===== src/rtl/ks_exciter_feedback.sv =====
// Karplus-Strong voice controller. It sits at the far end of a 16-bit delay line.
// On pluck it writes a burst of LFSR noise into the line. It then closes the loop
// with a decaying two-tap average of the delayed sample. After a long enough run of
// near-silent feedback it returns to idle.
module ks_exciter_feedback #(
    parameter int          BURST_LEN   = 512,
    parameter logic [15:0] LFSR_SEED   = 16'hACE1,
    parameter int          NOISE_SHIFT = 1,
    parameter int          SILENCE_THR = 16,
    parameter int          SILENCE_LEN = 1024
) (
    input  logic        a_clk,
    input  logic        reset_n,
    input  logic        sample_en,
    input  logic        pluck,
    input  logic        mute,
    input  logic [7:0]  decay,
    input  logic [15:0] q,
    output logic [15:0] dnoise,
    output logic [15:0] dfilter,
    output logic        trigger,
    output logic        sclr,
    output logic        busy,
    output logic [15:0] audio_out
);

    localparam int          CNT_W      = $clog2(BURST_LEN);
    localparam int          SIL_W      = $clog2(SILENCE_LEN + 1);
    localparam logic [CNT_W-1:0] BURST_LAST = CNT_W'(BURST_LEN - 1);
    localparam logic [SIL_W-1:0] SIL_MAX    = SIL_W'(SILENCE_LEN);
    localparam logic [16:0]      THR        = 17'(SILENCE_THR);
    localparam logic [15:0]      LFSR_POLY  = 16'hB400;

    typedef enum logic [1:0] {
        ST_CLEAR  = 2'd0,
        ST_IDLE   = 2'd1,
        ST_EXCITE = 2'd2,
        ST_RING   = 2'd3
    } state_t;

    // One right-shift step of the Galois LFSR, feedback taken from the bit shifted out.
    function automatic logic [15:0] galois_step(input logic [15:0] v);
        logic [15:0] shifted;
        shifted = {1'b0, v[15:1]};
        if (v[0]) begin
            return shifted ^ LFSR_POLY;
        end else begin
            return shifted;
        end
    endfunction

    // Magnitude in 17 bits so that -32768 does not wrap.
    function automatic logic [16:0] mag17(input logic [15:0] v);
        logic [16:0] ext;
        ext = {v[15], v};
        if (v[15]) begin
            return 17'd0 - ext;
        end else begin
            return ext;
        end
    endfunction

    state_t             state_r, state_next_s;
    logic [CNT_W-1:0]   burst_cnt_r;
    logic [SIL_W-1:0]   sil_cnt_r;
    logic [15:0]        lfsr_r, lfsr_next_s;
    logic signed [15:0] noise_s;
    logic [15:0]        q_prev_r;
    logic signed [16:0] sum_s, avg_s;
    logic signed [8:0]  gain_s;
    logic signed [24:0] prod_s;
    logic               prod_unused_s;
    logic               silent_s;
    logic [15:0]        dnoise_r, dfilter_r, audio_r;
    logic               trigger_r, sclr_r, busy_r;

    // Next-state decode: mute beats pluck, and pluck beats the internal transitions.
    always_comb begin
        state_next_s = state_r;
        if (mute) begin
            state_next_s = ST_CLEAR;
        end else begin
            case (state_r)
                ST_CLEAR:  state_next_s = ST_IDLE;
                ST_IDLE: begin
                    if (pluck) state_next_s = ST_EXCITE;
                    else       state_next_s = ST_IDLE;
                end
                ST_EXCITE: begin
                    if (pluck)                                        state_next_s = ST_EXCITE;
                    else if (sample_en && (burst_cnt_r == BURST_LAST)) state_next_s = ST_RING;
                    else                                              state_next_s = ST_EXCITE;
                end
                ST_RING: begin
                    if (pluck)                      state_next_s = ST_EXCITE;
                    else if (sil_cnt_r == SIL_MAX)  state_next_s = ST_IDLE;
                    else                            state_next_s = ST_RING;
                end
                default:   state_next_s = ST_CLEAR;
            endcase
        end
    end

    // Datapath: the LFSR step, noise scaling, the two-tap average with gain, and the silence test.
    always_comb begin
        lfsr_next_s   = galois_step(lfsr_r);
        noise_s       = $signed(lfsr_next_s) >>> NOISE_SHIFT;
        sum_s         = {q[15], q} + {q_prev_r[15], q_prev_r};
        avg_s         = sum_s >>> 1;
        gain_s        = {1'b0, decay};
        prod_s        = avg_s * gain_s;
        prod_unused_s = ^{prod_s[24], prod_s[7:0]};
        silent_s      = (mag17(dfilter_r) < THR);
    end

    // State register.
    always_ff @(posedge a_clk or negedge reset_n) begin
        if (!reset_n) state_r <= ST_CLEAR;
        else          state_r <= state_next_s;
    end

    // Control outputs: trigger and busy follow the new state; sclr pulses the cycle after CLEAR.
    always_ff @(posedge a_clk or negedge reset_n) begin
        if (!reset_n) begin
            trigger_r <= 1'b1;
            busy_r    <= 1'b0;
            sclr_r    <= 1'b0;
        end else begin
            trigger_r <= (state_next_s != ST_EXCITE);
            busy_r    <= (state_next_s == ST_EXCITE) || (state_next_s == ST_RING);
            sclr_r    <= (state_r == ST_CLEAR);
        end
    end

    // Burst counter: held at zero outside EXCITE, and restarted by a re-pluck.
    always_ff @(posedge a_clk or negedge reset_n) begin
        if (!reset_n)                  burst_cnt_r <= '0;
        else if (state_r != ST_EXCITE) burst_cnt_r <= '0;
        else if (pluck)                burst_cnt_r <= '0;
        else if (sample_en)            burst_cnt_r <= burst_cnt_r + CNT_W'(1);
        else                           burst_cnt_r <= burst_cnt_r;
    end

    // The LFSR and the noise sample advance only on strobes during EXCITE. A re-pluck does not reseed.
    always_ff @(posedge a_clk or negedge reset_n) begin
        if (!reset_n) begin
            lfsr_r   <= LFSR_SEED;
            dnoise_r <= 16'd0;
        end else if (sample_en && (state_r == ST_EXCITE)) begin
            lfsr_r   <= lfsr_next_s;
            dnoise_r <= noise_s;
        end else begin
            lfsr_r   <= lfsr_r;
            dnoise_r <= dnoise_r;
        end
    end

    // Feedback filter and audio tap update on every strobe, whatever the state.
    always_ff @(posedge a_clk or negedge reset_n) begin
        if (!reset_n) begin
            dfilter_r <= 16'd0;
            q_prev_r  <= 16'd0;
            audio_r   <= 16'd0;
        end else if (sample_en) begin
            dfilter_r <= prod_s[23:8];
            q_prev_r  <= q;
            audio_r   <= q;
        end else begin
            dfilter_r <= dfilter_r;
            q_prev_r  <= q_prev_r;
            audio_r   <= audio_r;
        end
    end

    // Silence run length in RING. Any loud sample restarts it. It saturates at the exit count.
    always_ff @(posedge a_clk or negedge reset_n) begin
        if (!reset_n)                sil_cnt_r <= '0;
        else if (state_r != ST_RING) sil_cnt_r <= '0;
        else if (!sample_en)         sil_cnt_r <= sil_cnt_r;
        else if (!silent_s)          sil_cnt_r <= '0;
        else if (sil_cnt_r != SIL_MAX) sil_cnt_r <= sil_cnt_r + SIL_W'(1);
        else                         sil_cnt_r <= sil_cnt_r;
    end

    assign dnoise    = dnoise_r;
    assign dfilter   = dfilter_r;
    assign audio_out = audio_r;
    assign trigger   = trigger_r;
    assign sclr      = sclr_r;
    assign busy      = busy_r;

endmodule


===== config.mk =====
export PLATFORM = sky130hd
export DESIGN_NAME = ks_exciter_feedback
export DESIGN_NICKNAME = d
export VERILOG_FILES = /design/src/rtl/ks_exciter_feedback.sv
export SDC_FILE = /design/constraint.sdc
export NUM_CORES = 1
export LEC_CHECK = 0
export CORE_ASPECT_RATIO = 0.75
export CORE_MARGIN = 3
export CORE_UTILIZATION = 31
export CTS_BUF_LIST = sky130_fd_sc_hd__clkbuf_4
export DETAILED_ROUTE_END_ITERATION = 6
export GPL_ROUTABILITY_DRIVEN = 0
export PLACE_DENSITY = 0.49
export SETUP_SLACK_MARGIN = 0.1
export SLEW_MARGIN = 20
export SYNTH_ARGS = -nofsm -noshare
export SYNTH_HDL_FRONTEND = slang
export SYNTH_SLANG_ARGS = --single-unit

===== constraint.sdc =====
create_clock -name a_clk -period 6.7 [get_ports a_clk]
set_input_delay 1.005 -clock a_clk [delete_from_list [all_inputs] [get_ports a_clk]]
set_output_delay 1.005 -clock a_clk [all_outputs]
set_load 0.02 [all_outputs]

Yosys cells after proc, flatten, opt, wreduce, memory -nomap -nowiden
Cells that the tools add are included.
- $mul: 1
- multiplexer cells: 16
- order comparisons: 1
- equality and inequality tests: 12
- bitwise operators: 1
- add/subtract/negate cells: 4
- reduce and logical (&&, ||, !) cells: 7
- operators with widths (kind ; number):
    $mux W11 ; 4
    $mux W9 ; 3
    $mul A16 B9 Y24 ; 1
    $add A16 B16 Y17 ; 1
    $lt A17 B5 Y1 const B ; 1
    $mux W17 ; 1
    $sub A1 B16 Y17 const A ; 1
    $mux W16 ; 1
    $add A11 B1 Y11 const B ; 1
    $eq A11 B11 Y1 const B ; 1
    $ne A11 B11 Y1 const B ; 1
    $add A9 B1 Y9 const B ; 1
    $eq A9 B9 Y1 const B ; 1
    $eq A2 B2 Y1 const B ; 4
    $mux W2 ; 4
    $pmux W2 S4 ; 1
    $ne A2 B2 Y1 const B ; 3
    $not A3 Y4 ; 1
    $ne A3 B1 Y1 const B ; 1
    $reduce_bool A3 Y1 ; 1
    $eq A2 B1 Y1 const B ; 1
    $logic_and A1 B1 Y1 ; 2
    $logic_not A2 Y1 ; 1
    $mux W1 ; 2
    other kinds (3) ; 3
- output and inout bits: 51
- logic and storage cells: 52
- bits of input ports: 29
- flip-flop bits (word level): 88

Depth between registers and ports, before layout
- depth after elaboration: 8
- mapped depth: 24
- depth with buffers taken out: 24

Least setup slack after synthesis
No wires, ideal clock.
- path type: input -> register
- start: in q[0]
- end: reg dfilter_r[12], in the netlist dfilter[12]
- arrival: 6.616 ns
- path buffers: 0
- library setup time: 0.136 ns
- slack: -0.052 ns
- stages on the path: 22
- required time: 6.564 ns
- cells stage by stage: and2_1 > fa_1 > a21o_1 > a211oi_1 > o21a_1 > nor2_1 > xor2_1 > nand2_1 > fa_1 > inv_1 > fa_1 > fa_1 > inv_1 > fa_1 > inv_1 > ha_1 > a21oi_1 > nor2b_1 > o41a_4 > a221o_2 > a2111oi_4 > o41ai_1
- word-level cells in the longest chain between the ends: 2
- RTL lines (what ; line ; source):
    from (decl) ; 18 ; input logic [15:0] q,
    $add A16 B16 Y17 ; 108 ; sum_s = {q[15], q} + {q_prev_r[15], q_prev_r};
    $mul A16 B9 Y24 ; 111 ; prod_s = avg_s * gain_s;
    to (signal assigned) ; 165 ; dfilter_r <= prod_s[23:8];
    to (signal assigned) ; 169 ; dfilter_r <= dfilter_r;
    to (decl) ; 74 ; logic [15:0] dnoise_r, dfilter_r, audio_r;
Every way passes these cells.
A chain may end at the register's enable or synchronous reset.

Worst setup path after layout
- start: in q[0]
- end: reg dfilter_r[9], in the netlist dfilter[9]
The elaborated chain is that of the path after synthesis.

==> impl_metrics.json <==
{
  "status": "finished clean",
  "postSynth.asyncResetShare": 1.000,
  "hpwlAfterDp_um": 17420,
  "port_buffers": 79,
  "finalClockSkew_ns": 0.01296,
  "initial_core_util": 0.3217,
  "post-route-drc-count": 0,
  "wire_per_inst_um": 14.66,
  "yosysSeqAreaShare": 0.2357,
  "clock_path_buffers": 2,
  "die_w_um": 197.7,
  "filler_cell_count": 2699,
  "number_of_vias_per_cell": 4.585,
  "timing.critical_path.required_ns": 7.12,
  "dr.first_iter.drc_count": 242,
  "holdCritPathClass": "in2async",
  "die_area_um2": 29600,
  "worst_slew_pin_slew_ns": 0.8502,
  "drive_gt1_frac": 0.2007,
  "dieHeight_um": 149.7,
  "fmax_mhz": 155.1,
  "setup_viol": 0,
  "final.period_utilization": 0.9624,
  "hold_viol": 0,
  "crit_path_end": "dfilter[9]",
  "gr-usage-all-layers": 0.1557,
  "grt_first_pass_wirelength_um": 36850,
  "synth_edf_count": 0,
  "dr_vias": 6753,
  "setup_ws_ns": 0.2517,
  "reg2reg_depth": 24,
  "design.final.nets": 1312,
  "layout.cells.most_common_list": "sky130_fd_sc_hd__inv_1 (151), sky130_fd_sc_hd__nand2_1 (142), sky130_fd_sc_hd__buf_4 (119), sky130_fd_sc_hd__fa_1 (98)",
  "drt_first_pass_iters": 4,
  "holdBufCountCts": 0,
  "maximum_number_of_pins_on_one_net_before_global_route_repair": 59,
  "tritoncts": "yes",
  "cts-buffers-inserted": 9,
  "core_area_um2": 26550,
  "worstSetupStartpoint": "q[0]",
  "design.portCount": 80,
  "drt-total-wl_um": 21590,
  "synthesis.area_per_instance_um2": 9.076,
  "vias_in_the_first_global_route": 7025,
  "timing.final.max_slew_violations": 0,
  "instances_no_fill": 1473,
  "maxcap_viol_count": 0,
  "syn-num-nets": 1132,
  "syn-instance-count": 941,
  "synth_area_um2": 8541,
  "crit_path_end_kind": "register",
  "grt_overflow_total": 0,
  "reg2reg_from": "audio_out[0]",
  "start_kind": "primary input",
  "finalCriticalPeriod_ns": 6.448,
  "clk_latency_ns": 0.49,
  "htree_num_levels": 3,
  "arrival_ns": 6.87,
  "path_max_fanout": 3,
  "clk_root_buffer_cell": "sky130_fd_sc_hd__clkbuf_4",
  "setup-tns-final_ns": 0,
  "antenna_found_initial": 2,
  "worst-setup-path-type": "in2reg",
  "critical_path.reg2reg.endpoint": "dfilter[9]",
  "synth.distinct_cells": 61,
  "slack_of_the_worst_reg_to_reg_path_ns": 0.42,
  "number_of_sinks_handled_by_clock_tree_synthesis": 80,
  "worst_slew_margin_relative_to_its_limit": 0.4316,
  "yosys_register_bits": 80,
  "unrepaired_setup_endpoints_after_global_routing": "no",
  "clk_pin_slew_worst_paths_ns": 0.14,
  "post-place-cells": 1438,
  "commonest_register_cell_after_synthesis": "sky130_fd_sc_hd__dfrtp_1",
  "mostFrequentLayoutCell": "sky130_fd_sc_hd__inv_1",
  "area_growth_pct": 28.73,
  "placement_rows": 51,
  "place_ws_ns": -0.7116,
  "drtAntennaViolNets": 0,
  "yosys_warning_total": 0
}
-- how the worst min path moves through the flow --
| stage | start | endpoint | slack (ns) |
|---|---|---|---|
| CTS | reset_n | dnoise[4] | 0.34 |
| global placement | lfsr_r[5] | lfsr_r[5] | 0.45 |
| floorplan | lfsr_r[15] | lfsr_r[15] | 0.44 |
| global route | reset_n | dnoise[5] | 0.33 |
| finish | reset_n | dnoise[4] | 0.38 |
| detailed placement | lfsr_r[7] | lfsr_r[7] | 0.45 |
-- final cells by class --
type,count,area [µm²],area share
repair buffers,199,1689,0.1536
multi-input cells,676,6126,0.5572
clock buffers,9,67.56,0.006145
inverters,155,581.8,0.05292
well taps,344,430.4,0.03915
clock inverters,7,78.83,0.007170
flip-flops and latches,80,2013,0.1831
diodes,3,7.507,0.0006828
-- cell usage after synthesis (all sizes together) (17+ instances only) --
| cell | n | area share |
|---|---|---|
| inv | 155 | 0.068 |
| nand2 | 145 | 0.064 |
| fa | 99 | 0.23 |
| and2 | 72 | 0.053 |
| dfrtp | 71 | 0.21 |
| ha | 63 | 0.092 |
| nor2 | 48 | 0.021 |
| o21ai | 32 | 0.019 |
| a21oi | 28 | 0.018 |
| mux2 | 21 | 0.028 |
| clkbuf | 18 | 0.0079 |
| nand3 | 17 | 0.010 |
-- routing by layer --
layer	track usage	wire length, µm	up-vias
li1	-	-	3376
met3	0.02813	620	9
met2	0.2221	8826	94
met5	0	0	-
met4	0.02793	188	0
met1	0.2462	11950	3274
-- critical path: stages --
cell and delay [ns]:
sky130_fd_sc_hd__clkbuf_2 0.09, sky130_fd_sc_hd__and2_4 0.15, sky130_fd_sc_hd__fa_2 0.37, sky130_fd_sc_hd__a21o_1 0.21, sky130_fd_sc_hd__a211oi_4 0.26, sky130_fd_sc_hd__o21a_1 0.23
sky130_fd_sc_hd__nor2_1 0.07, sky130_fd_sc_hd__buf_4 0.15, sky130_fd_sc_hd__xor2_4 0.17, sky130_fd_sc_hd__nand2_2 0.08, sky130_fd_sc_hd__fa_1 0.53, sky130_fd_sc_hd__inv_1 0.05
sky130_fd_sc_hd__fa_1 0.48, sky130_fd_sc_hd__fa_1 0.53, sky130_fd_sc_hd__inv_2 0.04, sky130_fd_sc_hd__fa_1 0.54, sky130_fd_sc_hd__inv_2 0.05, sky130_fd_sc_hd__ha_4 0.25
sky130_fd_sc_hd__a21oi_4 0.16, sky130_fd_sc_hd__nor2b_2 0.06, sky130_fd_sc_hd__o41a_4 0.47, sky130_fd_sc_hd__a221o_2 0.40, sky130_fd_sc_hd__buf_4 0.16, sky130_fd_sc_hd__a211o_1 0.28
sky130_fd_sc_hd__nand3_1 0.06
-- sequential cells by signal, summed over array words and instances (netlist names) --
| signal | flops |
|---|---|
| audio_out | 16 |
| dfilter | 16 |
| lfsr_r | 16 |
| sil_cnt_r | 11 |
| burst_cnt_r | 9 |
| dnoise | 7 |
| state_r | 2 |
| busy | 1 |
| sclr | 1 |
| trigger | 1 |
-- timing repair --
| action | in CTS | in global routing |
|---|---|---|
| setup endpoints to repair | 10 | 10 |
| gates resized for setup | 18 | 46 |
| buffers inserted | 8 | 8 |
| pin swaps | 37 | 34 |
| cloned | 0 | 0 |
-- logic make-up after synthesis --
| kind of cell | count (synthesis) | synth area share |
|---|---|---|
| adder cells (fa/ha/maj) | 162 | 0.3243 |
| buffers and inverters | 185 | 0.08541 |
| multiplexers | 23 | 0.03003 |
| XOR/XNOR | 32 | 0.03370 |
| AND/OR/NAND/NOR | 340 | 0.1932 |
| flip-flops | 80 | 0.2357 |
| AO/OA/AOI/OAI | 119 | 0.09757 |
-- stage by stage --
step	utilization	hold WS, ns	instance area, µm²
2_1_floorplan	-	0.4393	8592
3_3_place_gp	0.3932	0.4480	10440
3_5_place_dp	0.3932	0.4485	10440
4_1_cts	0.4042	0.3438	10730
5_1_grt	0.4142	0.3310	10990
6_report	0.4142	0.3809	10990
Power is not shown: default switching activity piles up to over one toggle a cycle in this logic, so the estimate is an artifact.
